File: config.mk
export PLATFORM = sky130hd
export DESIGN_NAME = snake_game_ctrl_flat
export DESIGN_NICKNAME = d
export VERILOG_FILES = /design/src/rtl/snake_game_ctrl_if.sv /design/src/rtl/snake_game_ctrl.sv /design/src/flat_wrapper.sv
export SDC_FILE = /design/constraint.sdc
export NUM_CORES = 1
export LEC_CHECK = 0
export CAP_MARGIN = 10
export CELL_PAD_IN_SITES_DETAIL_PLACEMENT = 1
export CELL_PAD_IN_SITES_GLOBAL_PLACEMENT = 2
export CORE_MARGIN = 8
export CORE_UTILIZATION = 36
export DETAILED_ROUTE_END_ITERATION = 10
export HOLD_SLACK_MARGIN = 0.15
export PLACE_DENSITY = 0.92
export SLEW_MARGIN = 20
export SYNTH_ARGS = -nofsm -noshare
export SYNTH_HDL_FRONTEND = slang
export SYNTH_SLANG_ARGS = --single-unit
File: constraint.sdc
create_clock -name clk -period 9.9 [get_ports clk]
set_input_delay 1.98 -clock clk [delete_from_list [all_inputs] [get_ports clk]]
set_output_delay 1.98 -clock clk [all_outputs]
set_load 0.01 [all_outputs]
File: src/rtl/snake_game_ctrl_if.sv
// Signal bundle between the snake sequencer and its button/datapath surroundings.
// Master drives buttons and datapath status; slave is the sequencer itself.
interface snake_game_ctrl_if;
  logic       btn_up;
  logic       btn_down;
  logic       btn_left;
  logic       btn_right;
  logic       btn_start;
  logic [5:0] len;
  logic       died;
  logic       step;
  logic [1:0] direction;
  logic       game_rst;
  logic [1:0] state;
  logic [2:0] level;
  logic [5:0] score;

  // No valid/ready handshake here: buttons are levels, died/step are 1-cycle pulses.
  modport master (
    output btn_up, btn_down, btn_left, btn_right, btn_start, len, died,
    input  step, direction, game_rst, state, level, score
  );

  modport slave (
    input  btn_up, btn_down, btn_left, btn_right, btn_start, len, died,
    output step, direction, game_rst, state, level, score
  );
endinterface

File: src/rtl/snake_game_ctrl.sv
// Snake game sequencer: game state, step pulse timing scaled by length,
// and direction latching with the no-reversal rule.
module snake_game_ctrl #(
  parameter logic [23:0] BASE_PERIOD   = 24'd6250000,
  parameter logic [23:0] PERIOD_DEC    = 24'd625000,
  parameter logic [23:0] MIN_PERIOD    = 24'd1250000,
  parameter int unsigned LEN_PER_LEVEL = 3,
  parameter logic [5:0]  WIN_LEN       = 6'd36
) (
  input  logic               clk,
  input  logic               rst,
  snake_game_ctrl_if.slave   ctrl_bus
);

  typedef enum logic [1:0] {
    S_IDLE = 2'b00,
    S_PLAY = 2'b01,
    S_OVER = 2'b10,
    S_WIN  = 2'b11
  } state_t;

  localparam logic [1:0] DIR_UP    = 2'b00;
  localparam logic [1:0] DIR_DOWN  = 2'b01;
  localparam logic [1:0] DIR_LEFT  = 2'b10;
  localparam logic [1:0] DIR_RIGHT = 2'b11;

  state_t      r_state;
  logic [4:0]  r_btn_q;
  logic [23:0] r_counter;
  logic        r_step;
  logic [1:0]  r_direction;
  logic [1:0]  r_pending;
  logic        r_game_rst;
  logic [2:0]  r_level;
  logic [5:0]  r_score;

  logic [4:0]  w_btn;
  logic [4:0]  w_press;
  logic        w_start_press;
  logic        w_req_valid;
  logic [1:0]  w_req_dir;
  logic        w_req_opposite;
  logic [5:0]  w_len_eff;
  logic [5:0]  w_quot;
  logic [2:0]  w_level;
  logic [27:0] w_dec;
  logic [23:0] w_period;
  logic        w_due;
  logic [5:0]  w_score;

  state_t      w_next_state;
  logic        w_step_d;
  logic [23:0] w_counter_d;
  logic [1:0]  w_dir_d;
  logic [1:0]  w_pend_d;

  // Bit order: {start, up, down, left, right}
  assign w_btn         = {ctrl_bus.btn_start, ctrl_bus.btn_up, ctrl_bus.btn_down,
                          ctrl_bus.btn_left, ctrl_bus.btn_right};
  assign w_press       = w_btn & ~r_btn_q;
  assign w_start_press = w_press[4];

  // Only the highest-priority pressed direction is considered.
  always_comb begin
    w_req_valid = 1'b1;
    w_req_dir   = DIR_UP;
    if (w_press[3])      w_req_dir = DIR_UP;
    else if (w_press[2]) w_req_dir = DIR_DOWN;
    else if (w_press[1]) w_req_dir = DIR_LEFT;
    else if (w_press[0]) w_req_dir = DIR_RIGHT;
    else                 w_req_valid = 1'b0;
  end

  // Opposites share the axis bit and differ in the sense bit.
  assign w_req_opposite = (w_req_dir[1] == r_direction[1]) &&
                          (w_req_dir[0] != r_direction[0]);

  always_comb begin
    w_len_eff = (ctrl_bus.len < 6'd2) ? 6'd2 : ctrl_bus.len;
    w_quot    = (w_len_eff - 6'd2) / 6'(LEN_PER_LEVEL);
    w_level   = (w_quot > 6'd7) ? 3'd7 : w_quot[2:0];
    w_score   = (ctrl_bus.len >= 6'd2) ? (ctrl_bus.len - 6'd2) : 6'd0;
  end

  // Wide arithmetic so the subtraction can never wrap below the floor.
  always_comb begin
    w_dec = 28'(r_level) * 28'(PERIOD_DEC);
    if (w_dec + 28'(MIN_PERIOD) >= 28'(BASE_PERIOD)) w_period = MIN_PERIOD;
    else                                              w_period = BASE_PERIOD - w_dec[23:0];
  end

  // ">=" rather than "==" so a shortened period fires on the next cycle.
  assign w_due = (r_counter >= (w_period - 24'd1));

  always_comb begin
    w_next_state = r_state;
    w_step_d     = 1'b0;
    w_counter_d  = r_counter;
    w_dir_d      = r_direction;
    w_pend_d     = r_pending;
    case (r_state)
      S_IDLE: begin
        w_counter_d = 24'd0;
        if (w_start_press) w_next_state = S_PLAY;
      end
      S_PLAY: begin
        if (w_req_valid && !w_req_opposite) w_pend_d = w_req_dir;
        if (ctrl_bus.died) begin
          w_next_state = S_OVER;
          w_counter_d  = 24'd0;
        end else if (ctrl_bus.len >= WIN_LEN) begin
          w_next_state = S_WIN;
          w_counter_d  = 24'd0;
        end else if (w_due) begin
          w_counter_d = 24'd0;
          w_step_d    = 1'b1;
          w_dir_d     = r_pending;
        end else begin
          w_counter_d = r_counter + 24'd1;
        end
      end
      S_OVER, S_WIN: begin
        w_counter_d = 24'd0;
        if (w_start_press) w_next_state = S_IDLE;
      end
      default: w_next_state = S_IDLE;
    endcase
    if (w_next_state == S_IDLE) begin
      w_dir_d  = DIR_RIGHT;
      w_pend_d = DIR_RIGHT;
    end
  end

  always_ff @(posedge clk) begin
    if (rst) begin
      r_state     <= S_IDLE;
      r_btn_q     <= 5'd0;
      r_counter   <= 24'd0;
      r_step      <= 1'b0;
      r_direction <= DIR_RIGHT;
      r_pending   <= DIR_RIGHT;
      r_game_rst  <= 1'b1;
      r_level     <= 3'd0;
      r_score     <= 6'd0;
    end else begin
      r_state     <= w_next_state;
      r_btn_q     <= w_btn;
      r_counter   <= w_counter_d;
      r_step      <= w_step_d;
      r_direction <= w_dir_d;
      r_pending   <= w_pend_d;
      r_game_rst  <= (w_next_state == S_IDLE);
      r_level     <= w_level;
      r_score     <= (w_next_state == S_IDLE) ? 6'd0 : w_score;
    end
  end

  assign ctrl_bus.step      = r_step;
  assign ctrl_bus.direction = r_direction;
  assign ctrl_bus.game_rst  = r_game_rst;
  assign ctrl_bus.state     = r_state;
  assign ctrl_bus.level     = r_level;
  assign ctrl_bus.score     = r_score;

endmodule

File: src/flat_wrapper.sv
// flat-port wrapper written by rule: the top's interface ports become plain ports
module snake_game_ctrl_flat 
#(
  parameter logic [23:0] BASE_PERIOD   = 24'd6250000,
  parameter logic [23:0] PERIOD_DEC    = 24'd625000,
  parameter logic [23:0] MIN_PERIOD    = 24'd1250000,
  parameter int unsigned LEN_PER_LEVEL = 3,
  parameter logic [5:0]  WIN_LEN       = 6'd36
)
  (clk, rst, ctrl_bus_btn_up, ctrl_bus_btn_down, ctrl_bus_btn_left, ctrl_bus_btn_right, ctrl_bus_btn_start, ctrl_bus_len, ctrl_bus_died, ctrl_bus_step, ctrl_bus_direction, ctrl_bus_game_rst, ctrl_bus_state, ctrl_bus_level, ctrl_bus_score);
  snake_game_ctrl_if ctrl_bus_i ();
  input  logic clk;
  input  logic rst;
  input wire logic [$bits(ctrl_bus_i.btn_up)-1:0] ctrl_bus_btn_up;
  input wire logic [$bits(ctrl_bus_i.btn_down)-1:0] ctrl_bus_btn_down;
  input wire logic [$bits(ctrl_bus_i.btn_left)-1:0] ctrl_bus_btn_left;
  input wire logic [$bits(ctrl_bus_i.btn_right)-1:0] ctrl_bus_btn_right;
  input wire logic [$bits(ctrl_bus_i.btn_start)-1:0] ctrl_bus_btn_start;
  input wire logic [$bits(ctrl_bus_i.len)-1:0] ctrl_bus_len;
  input wire logic [$bits(ctrl_bus_i.died)-1:0] ctrl_bus_died;
  output wire logic [$bits(ctrl_bus_i.step)-1:0] ctrl_bus_step;
  output wire logic [$bits(ctrl_bus_i.direction)-1:0] ctrl_bus_direction;
  output wire logic [$bits(ctrl_bus_i.game_rst)-1:0] ctrl_bus_game_rst;
  output wire logic [$bits(ctrl_bus_i.state)-1:0] ctrl_bus_state;
  output wire logic [$bits(ctrl_bus_i.level)-1:0] ctrl_bus_level;
  output wire logic [$bits(ctrl_bus_i.score)-1:0] ctrl_bus_score;
  assign ctrl_bus_i.btn_up = ctrl_bus_btn_up;
  assign ctrl_bus_i.btn_down = ctrl_bus_btn_down;
  assign ctrl_bus_i.btn_left = ctrl_bus_btn_left;
  assign ctrl_bus_i.btn_right = ctrl_bus_btn_right;
  assign ctrl_bus_i.btn_start = ctrl_bus_btn_start;
  assign ctrl_bus_i.len = ctrl_bus_len;
  assign ctrl_bus_i.died = ctrl_bus_died;
  assign ctrl_bus_step = ctrl_bus_i.step;
  assign ctrl_bus_direction = ctrl_bus_i.direction;
  assign ctrl_bus_game_rst = ctrl_bus_i.game_rst;
  assign ctrl_bus_state = ctrl_bus_i.state;
  assign ctrl_bus_level = ctrl_bus_i.level;
  assign ctrl_bus_score = ctrl_bus_i.score;
  snake_game_ctrl #(.BASE_PERIOD(BASE_PERIOD), .PERIOD_DEC(PERIOD_DEC), .MIN_PERIOD(MIN_PERIOD), .LEN_PER_LEVEL(LEN_PER_LEVEL), .WIN_LEN(WIN_LEN)) u_core (.clk(clk), .rst(rst), .ctrl_bus(ctrl_bus_i));
endmodule
After elaboration in Yosys (flattened, before gate mapping) --
Cells that the tools add are included.
Operators by class: equality and inequality tests 5, bitwise gates (word level) 6, div/mod/pow operators 1, reductions and logical operators 12, add/sub/neg operators 6, multiply operators 1, magnitude comparators 6, multiplexer cells 21
Operators by type and width (number):
- $mux 24 | 4
- $pmux 24 s2 | 1
- $ge 28x23->1 const B | 1
- $add 23x21->24 const B | 1
- $add 24x1->24 const B | 1
- $ge 24x24->1 | 1
- $sub 23x23->24 const A | 1
- $sub 24x1->24 const B | 1
- $mul 3x17->20 const B | 1
- $mux 2 | 8
- $sub 6x2->6 const B | 2
- $div 6x2->6 const B | 1
- $ge 6x2->1 const B | 1
- $ge 6x6->1 const B | 1
- $gt 6x3->1 const B | 1
- $lt 6x2->1 const B | 1
- $mux 6 | 1
- $pmux 2 s3 | 1
- $reduce_or 3->1 | 2
- $and 5x5->5 | 1
- $mux 1 | 5
- $not 5->5 | 1
- $eq 2x2->1 const B | 2
- $logic_not 2->1 | 2
- other kinds (11) | 16
Word-level totals: output and inout port bits 15, logic and storage cells 67, bits in registers 46, input bits 14

Longest topological paths before layout --
Gate-level depths: netlist (run 1).
word-level depth 11, depth in mapped cells 36, gate-level depth less buffers 31

Least setup slack after synthesis (run 1) --
OpenSTA, ideal clock, no wires.
path kind register -> register, from register u_core.r_level[1] (netlist: u_core.ctrl_bus.level[1]), to register u_core.r_counter[10], data arrival time 6917 ps, required time 9835 ps, buffers on the path 6, setup time 65 ps, period minus slack after synthesis 6983 ps, cell stages (with the launch flop) 33, slack 2917 ps, path through dfxtp_1 > buf_2 > inv_1 > ha_1 > xnor2_2 > buf_6 > ha_1 > nor3_1 > nor2_1 > or3_4 > mux2i_1 > o32ai_1 > o211ai_1 > a2111o_1 > o21a_1 > buf_6 > o211ai_1 > ha_1 > buf_1 > nand2_1 > nor3b_1 > nand3b_1 > xnor2_1 > o211ai_1 > ha_1 > and3_1 > a221oi_1 > o211ai_1 > a21o_1 > or3_1 > clkbuf_1 > clkbuf_1 > nor2_1
Between the ends: longest elaborated chain between the ends 10, elaborated cells on any way between the ends 11, classes of those cells 3 x add/sub; 1 x mul; 2 x order compare; 5 x mux
Ends and longest elaborated chain:
- from (decl) | RTL line snake_game_ctrl.sv:34 | logic [2:0] r_level;
- from (signal assigned) | RTL line snake_game_ctrl.sv:153 | r_level <= w_level;
- $mul 3x17->20 (*) | RTL line snake_game_ctrl.sv:87 | w_dec = 28'(r_level) * 28'(PERIOD_DEC);
- $add 23x21->24 | RTL line snake_game_ctrl.sv:88 | if (w_dec + 28'(MIN_PERIOD) >= 28'(BASE_PERIOD)) w_period = MIN_PERIOD;
- $ge 28x23->1 | RTL line snake_game_ctrl.sv:88
- $mux 24 (*) | RTL line snake_game_ctrl.sv:88
- $sub 24x1->24 (*) | RTL line snake_game_ctrl.sv:93 | assign w_due = (r_counter >= (w_period - 24'd1));
- $ge 24x24->1 (*) | RTL line snake_game_ctrl.sv:93
- $mux 24 (*) | RTL line snake_game_ctrl.sv:114 | end else if (w_due) begin
- $mux 24 (*) | RTL line snake_game_ctrl.sv:111 | end else if (ctrl_bus.len >= WIN_LEN) begin
- $mux 24 (*) | RTL line snake_game_ctrl.sv:108 | if (ctrl_bus.died) begin
- $pmux 24 s2 (*) | RTL line snake_game_ctrl.sv:101 | case (r_state)
- to (signal assigned) | RTL line snake_game_ctrl.sv:148 | r_counter <= w_counter_d;
- to (decl) | RTL line snake_game_ctrl.sv:29 | logic [23:0] r_counter;
Every way passes the cells marked *; elsewhere a longest branch is shown, timed or not. A chain may end at the register's enable or synchronous reset.

Worst setup path in the final report (run 1) --
from register u_core.r_level[1] (netlist: u_core.ctrl_bus.level[1]), to register u_core.r_counter[16]
Same word-level chain as after synthesis.

==> results.md, run 1 <==
- Outcome: finished clean
- CTS clk-pin slew, worst paths: 0.06 ns
- Die height: 130 um
- Synth warnings: 0
- Routed wire length: 14.1 mm
- Clock tree skew after final layout: 0.00454 ns
- Power density over the cells: 142 nW/um^2
- Number of cell instances on the worst register-to-register path: 28
- Maximum net fanout on the critical path: 24
- TritonCTS clock tree: yes
- Leakage dissipation: 2.04 nW
- Standard cell core area: 12700 um^2
- Initial Utilization: 37.0%
- Tightest Pin Transition: 1.05 ns
- Site row count: 41
- Layout-stage area growth over the synthesis result: 11.6%
- Number of slew-limit violations in the final report: 0
- DP Wirelength: 11.0 mm
- Global-route wire length before repair: 24.3 mm
- Maximum clock frequency: 120 MHz
- DRC violation total after the first TritonRoute iteration: 247
- Buffers from clock root to sink, at most: 2
- Final #Nets: 678
- Area after DPL: 5060 um^2
- Hold Crit Depth: 1
- FFs w/ async S/R, synth: 0%
- I/O Pins: 29
- Max Cap Violations: 0
- Ys flop type: sky130_fd_sc_hd__dfxtp_1
- Largest stage delay, worst path: 0.87 ns
- Final routed wire length divided by cell count: 17.9 um
- 1st-pass router iterations: 4
- RSZ-0062 raised after global routing: false
- Worst path arrival time: 8.45 ns
- Total nets after synthesis: 666
- Synth Instances: 602
- Die outline area: 16900 um^2
- Count of non-filler cells in the finished layout: 787
- Hold_buf cts: 0
- CTS buffer count: 5
- Total routing resource utilization after global routing: 17.7%
- Post-CTS sizing: 0
- Sequential share of the synthesized area: 19.7%
- Hold Path Class: reg -> reg
- Buffer count from post-CTS setup fixing: 0
- Worst IR drop on VDD: 0.0895 mV
- Fin. Hold Viols: 0
- Summed area of non-filler cells in the final layout: 5230 um^2
- Number of remaining DRC errors: 0
- Critical path class: reg -> reg
- Most common cell after layout, fill and taps aside: sky130_fd_sc_hd__nor2_1
- Horizontal die dimension: 130 um
- Count of distinct cell types in the synthesized netlist: 73
- Accumulated negative setup slack: 0 ns
- Kind of end point of the critical path: flip-flop
- Placed instance count: 779
- IO buf count: 28
- Pin count of the biggest net entering global routing: 27
- Gp weighted congestion: 0.906
- Post-layout min period: 8.31 ns
- Commonest cells after routing, fill and taps aside: sky130_fd_sc_hd__nor2_1 (73), sky130_fd_sc_hd__ha_1 (48), sky130_fd_sc_hd__dfxtp_1 (46)
- Synthesized area: 4680 um^2
- Library cell contributing the largest single delay on the critical path: sky130_fd_sc_hd__dfxtp_1
- Antenna cells: 0
- Max H-tree Level: 2
- Rel. slew slack: 29.4%
- Clock insertion delay at the later pin of the skew report: 0.29 ns
- Post-DRT Antenna Nets: 0
- Flops & latches, synth: 46
- Startpoint kind of the worst setup timing path: flip-flop
- Number of enable-type register cells in the synthesized netlist: 0
- Root cell of the clock tree: sky130_fd_sc_hd__clkbuf_16
- Total gr overflow: 0
- Per-instance average area after synthesis: 7.78 um^2
- Number of vias after detailed routing: 4488
- Via count of the first global-routing pass: 4773
- Critical path required time: 10.04 ns
- Number of sinks handled by clock tree synthesis: 46
- Fraction of layout instances using a drive strength above 1: 4.72%
- Number of failing setup endpoints in the final timing report: 0
- Mean number of vias per cell: 5.70
- Cell repeated most along the worst path: sky130_fd_sc_hd__ha_1
- Share of the cycle needed by the critical path after routing: 84.0%
- Number of antenna violations at the first check in global routing: 0
## logic make-up (layout without fill, tap and decap cells)
kind of cell | count (synthesis) | count (layout) | synth area share, %
simple gates | 227 | 227 | 23.9
compound gates | 162 | 162 | 24.9
xor+xnor | 59 | 59 | 11.4
fa+ha+maj | 50 | 50 | 13.7
buf+inv | 50 | 63 | 4.89
flops | 46 | 46 | 19.7
mux | 7 | 7 | 1.50
other cells | 1 | 1 | 0.0801
## area by class of cell
type / instances / area, um^2
Fill cell: 1582 / 7440
Multi-Input combinational cell: 506 / 3530
Sequential cell: 46 / 921
Timing Repair Buffer: 31 / 303
Tap cell: 172 / 215
Clock buffer: 6 / 129
Inverter: 24 / 90.1
Clock inverter: 2 / 37.5
## stage by stage
stage	setup slack [ns]	util (%)	hold WS [ns]	power (W)
after floorplan	2.92	-	0.426	0.000462
after global routing	0.766	41.3	0.511	0.000798
after CTS	1.58	41.3	0.464	0.000748
final	1.59	41.3	0.465	0.000744
after global placement	1.98	40.0	0.438	0.000543
after detailed placement	1.64	40.0	0.450	0.000554
## worst max-delay path: cells and delay by family (launching register included)
kind	cells	cell delay [ns]
compound gates	11	2.56
fa+ha+maj	4	1.41
xor+xnor	3	0.92
flops	1	0.87
simple gates	9	2.04
buf+inv	1	0.30
## synthesized netlist by cell type (8+ instances only)
cell | n | share of area [%]
sky130_fd_sc_hd__nor2_1 | 73 | 5.8
sky130_fd_sc_hd__ha_1 | 48 | 13
sky130_fd_sc_hd__dfxtp_1 | 46 | 20
sky130_fd_sc_hd__nand2_1 | 41 | 3.3
sky130_fd_sc_hd__xnor2_1 | 35 | 6.5
sky130_fd_sc_hd__a21oi_1 | 27 | 2.9
sky130_fd_sc_hd__inv_1 | 23 | 1.8
sky130_fd_sc_hd__o21ai_0 | 22 | 2.4
sky130_fd_sc_hd__xor2_1 | 22 | 4.1
sky130_fd_sc_hd__nand3_1 | 21 | 2.2
sky130_fd_sc_hd__nor2b_1 | 18 | 2.4
sky130_fd_sc_hd__a211oi_1 | 16 | 2.6
sky130_fd_sc_hd__o211ai_1 | 15 | 2.4
sky130_fd_sc_hd__clkbuf_1 | 14 | 1.1
sky130_fd_sc_hd__nand2b_1 | 14 | 1.9
sky130_fd_sc_hd__a21o_1 | 13 | 2.1
sky130_fd_sc_hd__nor3_1 | 13 | 1.4
sky130_fd_sc_hd__and3_1 | 12 | 1.6
sky130_fd_sc_hd__a31oi_1 | 9 | 1.2
sky130_fd_sc_hd__nand4_1 | 8 | 1.1
## layer usage
| layer | up-vias | global-route usage, % | part of all wire, % |
|---|---|---|---|
| met3 | 24 | 2.33 | 2.6 |
| met2 | 71 | 32.4 | 50 |
| li1 | 2189 | - | - |
| met4 | 0 | 6.15 | 2.4 |
| met5 | - | 0 | 0 |
| met1 | 2204 | 20.7 | 45 |
## where the power goes
part,internal [W],total (W),switching [W]
clock,0.000119,0.000190,0.0000708
sequential,0.000191,0.000198,0.00000738
combinational,0.000135,0.000355,0.000220
total,0.000445,0.000744,0.000298
## path summary, 6_finish.rpt
path | from | end | slack, ns
max reg2reg | u_core.ctrl_bus.level[1] | u_core.r_counter[16] | 1.59
min | u_core.r_counter[0] | u_core.r_counter[0] | 0.47
min reg2reg | u_core.r_counter[0] | u_core.r_counter[0] | 0.47
max | u_core.ctrl_bus.level[1] | u_core.r_counter[16] | 1.59
## sequential cells by signal, indices dropped and copies added, names as in the netlist
name / cells
u_core.ctrl_bus.direction: 2
u_core.ctrl_bus.game_rst: 1
u_core.ctrl_bus.level: 3
u_core.ctrl_bus.score: 6
u_core.ctrl_bus.state: 2
u_core.ctrl_bus.step: 1
u_core.r_btn_q: 5
u_core.r_counter: 24
u_core.r_pending: 2
No activity file was read; power rests on OpenSTA's default activity.
==> run 2, diff against run 1 <==
==> constraint.sdc (replaced) <==
create_clock -name clk -period 8.05 [get_ports clk]
set_input_delay 1.61 -clock clk [delete_from_list [all_inputs] [get_ports clk]]
set_output_delay 1.61 -clock clk [all_outputs]
set_load 0.01 [all_outputs]
==> results.md, run 2 (synthesis gave the netlist of run 1 again) <==
- Number of failing setup endpoints in the final timing report: 0
- Buffers from clock root to sink, at most: 2
- Maximum clock frequency: 134 MHz
- Total routing resource utilization after global routing: 18.0%
- Number of cell instances on the worst register-to-register path: 27
- Maximum net fanout on the critical path: 24
- Cell repeated most along the worst path: sky130_fd_sc_hd__ha_1
- Number of sinks handled by clock tree synthesis: 46
- DP Wirelength: 11.4 mm
- Worst hold path startpoint: u_core.r_pending[1]
- End of the worst hold path: u_core.ctrl_bus.direction[1]
- Fraction of layout instances using a drive strength above 1: 5.98%
- Clock tree skew after final layout: 0.00554 ns
- Post-layout min period: 7.45 ns
- Register with the highest flop count: u_core.r_counter
- Number of vias after detailed routing: 4518
- Accumulated negative setup slack: 0 ns
- Max H-tree Level: 2
- CTS clk-pin slew, worst paths: 0.07 ns
- I/O Pins: 29
- Critical path class: reg -> reg
- Hold_buf cts: 0
- Die height: 130 um
- Reg-to-reg setup timing slack: 0.60 ns
- Layout-stage area growth over the synthesis result: 13.1%
- Critical path required time: 8.27 ns
- Worst IR drop on VDD: 0.0930 mV
- Antenna cells: 0
- Site row count: 41
- Count of non-filler cells in the finished layout: 791
- Placed instance count: 783
- 1st-pass router iterations: 6
- Number of remaining DRC errors: 0
- Mean number of vias per cell: 5.71
- Hold Path Class: reg -> reg
- Kind of end point of the critical path: flip-flop
- Setup WS pre-CTS: 0.342 ns
- Routed wire length: 14.6 mm
- DRC violation total after the first TritonRoute iteration: 264
- Worst path arrival time: 7.67 ns
- Final routed wire length divided by cell count: 18.4 um
- Global-route wire length before repair: 24.5 mm
- Number of antenna violations at the first check in global routing: 0
- Share of the cycle needed by the critical path after routing: 92.5%
- Leakage dissipation: 2.08 nW
- Tightest Pin Transition: 1.00 ns
- Total gr overflow: 0
- Outcome: finished clean
- Pin count of the biggest net entering global routing: 26
- Crit path setup slack, layout: 0.601 ns
- Final Core Density: 41.8%
- Final #Nets: 682
- TritonCTS clock tree: yes
- Hold Crit Depth: 2
- Post-DRT Antenna Nets: 0
- CTS buffer count: 5
- Root cell of the clock tree: sky130_fd_sc_hd__clkbuf_16
- Library cell contributing the largest single delay on the critical path: sky130_fd_sc_hd__or3_4
- Startpoint kind of the worst setup timing path: flip-flop
- Power density over the cells: 182 nW/um^2
- Die outline area: 16900 um^2
- Overall power consumption: 0.000962 W
- Standard cell core area: 12700 um^2
- Initial Utilization: 37.0%
- IO buf count: 28
- Largest stage delay, worst path: 0.51 ns
- Max Cap Violations: 0
- Clock insertion delay at the later pin of the skew report: 0.29 ns
- RSZ-0062 raised after global routing: false
- Endpoint of the worst-slack reg-to-reg timing path: u_core.r_counter[10]
- Number of slew-limit violations in the final report: 0
- Rel. slew slack: 32.3%
- Gp weighted congestion: 0.941
- Fin. Hold Viols: 0
- Horizontal die dimension: 130 um
- Number of flip-flops under the largest register name: 24
- Most common cell after layout, fill and taps aside: sky130_fd_sc_hd__nor2_1
- Via count of the first global-routing pass: 4787
- Startpoint of the most critical register-to-register path: u_core.ctrl_bus.level[1]
- Commonest cells after routing, fill and taps aside: sky130_fd_sc_hd__nor2_1 (73), sky130_fd_sc_hd__ha_1 (48), sky130_fd_sc_hd__dfxtp_1 (46)
[run 2: timing repair]
action / 4_1_cts / 5_1_grt
gates resized for setup: 0 / 4
setup buffers: 0 / 0
setup endpoints to repair: 0 / 26
[run 2: how the worst max path moves through the flow]
stage,startpoint,end,cells past startpoint
global placement,u_core.ctrl_bus.level[0],u_core.r_counter[6],29
finish,u_core.ctrl_bus.level[1],u_core.r_counter[10],27
detailed placement,u_core.ctrl_bus.level[1],u_core.r_counter[10],27
CTS,u_core.ctrl_bus.level[1],u_core.r_counter[10],27
global route,u_core.ctrl_bus.level[1],u_core.ctrl_bus.direction[0],30
floorplan,u_core.ctrl_bus.level[1],u_core.r_counter[10],32
[run 2: through the flow]
step | area [um^2] | hold WS (ns)
after floorplan | 4680 | 0.426
after global placement | 5090 | 0.440
after detailed placement | 5090 | 0.463
after CTS | 5290 | 0.478
after global routing | 5300 | 0.499
final | 5300 | 0.473
[run 2: where the power goes]
group / internal, W / switching, W / total, W / leakage [nW]
registers: 0.000235 / 0.00000466 / 0.000240 / 0.375
logic: 0.000169 / 0.000284 / 0.000453 / 1.61
clock network: 0.000178 / 0.0000910 / 0.000269 / 0.0940
[run 2: worst max-delay path, delay by kind of cell (launching register included)]
kind / cells / cell delay [ns]
mux: 1 / 0.13
fa+ha+maj: 5 / 1.82
buf+inv: 2 / 0.43
simple gates: 9 / 2.12
xor+xnor: 1 / 0.24
compound gates: 9 / 2.32
flops: 1 / 0.32
[run 2: cell type report]
| class | count | area, um^2 |
|---|---|---|
| Fill cell | 1562 | 7370 |
| Multi-Input combinational cell | 506 | 3550 |
| Tap cell | 172 | 215 |
| Timing Repair Buffer | 35 | 333 |
| Clock buffer | 5 | 125 |
| Inverter | 24 | 90.1 |
| Sequential cell | 46 | 921 |
| Clock inverter | 3 | 68.8 |
[run 2: per-layer routing]
metal | GRT usage (%) | share of wire, %
met5 | 0 | 0
met4 | 6.90 | 2.7
met3 | 1.88 | 1.9
met2 | 32.4 | 50
met1 | 21.3 | 45
==> RTL edit 1, RTL diff (config.mk and constraints of run 2) <==
`PERIOD_DEC` is set to 24'd625000 in 2 places; all go to 24'd468750.
--- a/src/rtl/snake_game_ctrl.sv
+++ b/src/rtl/snake_game_ctrl.sv
@@ -2,7 +2,7 @@
 // and direction latching with the no-reversal rule.
 module snake_game_ctrl #(
   parameter logic [23:0] BASE_PERIOD   = 24'd6250000,
-  parameter logic [23:0] PERIOD_DEC    = 24'd625000,
+  parameter logic [23:0] PERIOD_DEC    = 24'd468750,
   parameter logic [23:0] MIN_PERIOD    = 24'd1250000,
   parameter int unsigned LEN_PER_LEVEL = 3,
   parameter logic [5:0]  WIN_LEN       = 6'd36
--- a/src/flat_wrapper.sv
+++ b/src/flat_wrapper.sv
@@ -2,7 +2,7 @@
 module snake_game_ctrl_flat 
 #(
   parameter logic [23:0] BASE_PERIOD   = 24'd6250000,
-  parameter logic [23:0] PERIOD_DEC    = 24'd625000,
+  parameter logic [23:0] PERIOD_DEC    = 24'd468750,
   parameter logic [23:0] MIN_PERIOD    = 24'd1250000,
   parameter int unsigned LEN_PER_LEVEL = 3,
   parameter logic [5:0]  WIN_LEN       = 6'd36
Function: no difference found for any inputs over 10 cycles, from zero or initial values and one cycle with rst high; that may be too few to reach the edited logic, so the function may still have changed.
==> RTL edit 1 against run 2 <==
Critical path type unchanged. Worst setup slack worse by 0.13 ns. Cell area is 2.7% lower. Total power is 5.7% higher. Routed wire length is 10% lower. Final cell count is 3.3% lower. Sequential cell count stayed put. Synthesized cell count is 4.3% lower. Synthesized area is 3.0% lower. Combinational power is 18% higher. Clock skew is 0.0033 ns higher.
==> RTL edit 1: results (changes against run 2) <==
[outcome]
status=completed

[layout]
num-nets-final=661  ; -3.1%
diodes=0  ; unchanged
largest_reg_flops=24  ; unchanged
final_layout_size_suffix_gt1_frac=0.0590  ; -0.000752
syn_to_final_growth_pct=13.5
nFillCells=1521  ; -2.6%

[worst_setup_path]
worstPathArrival_ns=7.80  ; +0.13 ns
cp_slowest_cell=dfxtp_1
crit_path_max_incr_delay_ns=0.62  ; +0.11 ns

[clock_tree]
cts_setup_buffers=0  ; unchanged

[global_route]
antenna_found_initial=0  ; unchanged
grtUsageTotal=0.160  ; -0.0199
grt_max_degree=27  ; +3.8%
grt_pass1_vias=4329  ; -9.6%
grt_pass1_wl_um=21700  ; -11%

[place]
post-place-ws_ns=0.0610  ; -0.282 ns
gp_congestion=0.917  ; -2.5%
place_area_um2=4980  ; -2.3%

[synthesis]
synth-seq-area-share=0.203  ; +0.00606
synth_area_leaders=dfxtp_1, ha_1, xnor2_1, nor2_1, xor2_1
synth_cell_types=74  ; +1.4%
synth_nets=645  ; -3.2%

[timing]
tightest_slew_ns=1.05  ; +0.0523 ns
skew_ns=0.00883  ; +0.00329 ns

[routing]
num_vias=4228  ; -6.4%
wl_per_cell_um=17.2  ; -7.0%
first_pass_iters=4  ; -2
drt-initial-drc-count=179  ; -32%

## RTL edit 1: area by class of cell
type                    count  share of cell area
clock buffers               5              0.0243
clock inverters             3             0.00849
well taps                 172              0.0417
flip-flops and latches     46               0.179
repair buffers             31              0.0587
multi-input cells         485               0.671
inverters                  23              0.0172
## RTL edit 1: what timing repair did
action / CTS / global route
resized for setup: 0 / 2
hold buffers: 0 / 0
setup endpoints to repair: 0 / 23
## RTL edit 1: power by group
group,switching (W),internal [W]
registers,0.00000776,0.000235
logic,0.000331,0.000204
clock network,0.0000914,0.000147
## RTL edit 1: path summary, 6_finish.rpt
kind,endpoint,cells past startpoint,start,slack [ns]
setup / recovery,u_core.r_counter[13]$_SDFF_PP0_,27,u_core.ctrl_bus.level[2]$_SDFF_PP0_,0.47
setup reg to reg,u_core.r_counter[13]$_SDFF_PP0_,27,u_core.ctrl_bus.level[2]$_SDFF_PP0_,0.47
hold / removal,u_core.r_counter[0]$_SDFF_PP0_,1,u_core.r_counter[0]$_SDFF_PP0_,0.52
hold reg to reg,u_core.r_counter[0]$_SDFF_PP0_,1,u_core.r_counter[0]$_SDFF_PP0_,0.52
## RTL edit 1: cell families (layout without fill, tap and decap cells)
family	count (synthesis)	count (layout)	share of synthesized area
simple gates	220	220	0.244
buf+inv	45	62	0.0396
other cells	1	1	0.000825
flops	46	46	0.203
xor+xnor	67	67	0.135
fa+ha+maj	55	55	0.156
compound gates	137	137	0.210
mux	5	5	0.0116
## RTL edit 1: metal layers
| layer | vias to the layer above | global-route usage | wire length (um) |
|---|---|---|---|
| met5 | - | 0 | 0 |
| met4 | 0 | 0.0357 | 114 |
| met3 | 10 | 0.0285 | 562 |
| met2 | 66 | 0.287 | 6550 |
| met1 | 2054 | 0.193 | 5900 |
| li1 | 2098 | - | - |
## RTL edit 1: per-stage QoR
stage / cells / util
4_1_cts: 765 / 0.413
3_5_place_dp: 757 / 0.399
6_report: 765 / 0.414
3_3_place_gp: 757 / 0.399
5_1_grt: 765 / 0.414
2_1_floorplan: 576 / -
==> RTL edit 2, RTL diff (settings of run 2) <==
Without the edit above. Reset style: asynchronous (`rst`), changed in one clocked block.
--- a/src/rtl/snake_game_ctrl.sv
+++ b/src/rtl/snake_game_ctrl.sv
@@ -131,7 +131,7 @@
     end
   end
 
-  always_ff @(posedge clk) begin
+  always_ff @(posedge clk or posedge rst) begin
     if (rst) begin
       r_state     <= S_IDLE;
       r_btn_q     <= 5'd0;
Function: differs if rst is asserted again (counterexample within 4 cycles, from zero or initial values and one cycle with rst high); with rst held inactive, the same outputs for 10 cycles.
==> RTL edit 2 against run 2 <==
Critical path type unchanged. Total power up 27%. Synthesized area decreased by 0.91%. Sequential cell count is the same. Utilization down 0.98 points. Routed wire length is 16% lower. Combinational power up 58%. Worst setup slack better by 0.87 ns. First-iteration DRC count shrank 41%. Cell area down 2.7%.
==> RTL edit 2: results (changes against run 2) <==
[worst_setup_path]
crit_path_max_incr_delay_ns=0.80  ; +0.29 ns
critPathMaxFanout=23  ; -4.2%
reg2reg_depth=20  ; -26%
critPathKind=flop to flop
worstPathArrival_ns=6.73  ; -0.94 ns
startpoint=u_core.ctrl_bus.level[1]$_DFF_PP0_
cp_slowest_cell=dfrtp_1
timing.rr.end=u_core.r_counter[4]$_DFF_PP0_

[synthesis]
synth_nets=613  ; -8.0%
synth-seq-area-share=0.249  ; +0.0527
ys_async_sr_fraction=1.00  ; +1.00
synth_area_leaders=dfrtp_1, ha_1, nor2_1, xnor2_1, xor2_1
synth_cell_types=75  ; +2.7%
syn_inst=552  ; -8.3%
synth_common_cells=nor2_1, ha_1, dfrtp_1, nand2_1

[layout]
nonClkBufAreaFrac=0.0544  ; -0.00843
multi_input_area_share=0.632  ; -0.0372
largest_reg_flops=24  ; unchanged
final_layout_size_suffix_gt1_frac=0.0655  ; +0.00571
multi_input_cells=459  ; -9.3%
diodes=0  ; unchanged
final-clk-cell-share=0.0299  ; -0.00674
regArea_um2=1160  ; +26%
num-nets-final=625  ; -8.4%
nNonClkBuffers=28  ; -20%
nFillCells=1516  ; -2.9%

[power]
ir_worst_vdd_mv=0.104  ; +12%
p_leak_nw=2.16  ; +3.9%
power_density_nw_per_um2=237  ; +31%

[min_path]
hold_depth=1  ; -1
hold_start=u_core.r_counter[0]$_DFF_PP0_
hold_end=u_core.r_counter[0]$_DFF_PP0_

[place]
place_area_um2=5000  ; -1.8%
gp_congestion=0.818  ; -13%
post-place-ws_ns=1.47  ; +1.13 ns
port_buffers=28  ; unchanged
dp.final_hpwl_um=9550  ; -16%
dp_cells=729  ; -6.9%

[clock_tree]
cts_setup_buffers=0  ; unchanged
insertion_delay_ns=0.30
ctsResizeCount=0  ; unchanged
clock_path_buffers=2  ; unchanged

[global_route]
grt_max_degree=47  ; +81%
grtUsageTotal=0.152  ; -0.0273
grt_pass1_wl_um=21300  ; -13%
grt_pass1_vias=4415  ; -7.8%

[timing]
holdWs_ns=0.510  ; +0.0370 ns
skew_ns=0.00871  ; +0.00318 ns
tightest_slew_ns=0.974  ; -0.0279 ns
fmax_mhz=152  ; +13%

[routing]
num_vias=4080  ; -9.7%
wl_met2_um=6490  ; -12%
highest_layer=met4
via_per_inst=5.54  ; -3.1%
drt-initial-drc-count=157  ; -41%
wl_met1_um=5290  ; -20%
met3_length_um=362  ; +30%
wl_um=12200  ; -16%

[flow_run]
drv_cap=0  ; unchanged

[outcome]
status=completed

## RTL edit 2: where the power goes
group	switching [W]	leakage (nW)	internal, W
logic	0.000435	1.50	0.000281
registers	0.0000254	0.587	0.000261
clock network	0.000102	0.0763	0.000119
## RTL edit 2: kinds of logic (layout without fill, tap and decap cells)
group / count (synthesis) / count (layout) / synth area share
simple gates: 234 / 234 / 0.256
compound gates: 117 / 117 / 0.196
xor+xnor: 51 / 51 / 0.100
fa+ha+maj: 48 / 48 / 0.130
buf+inv: 47 / 60 / 0.0488
flops: 46 / 46 / 0.249
mux: 9 / 9 / 0.0194
## RTL edit 2: per-layer routing
metal  global-route usage  vias up
li1                     -     2004
met1                0.180     2032
met2                0.285       37
met3               0.0279        7
met4               0.0198        0
met5                    0        -
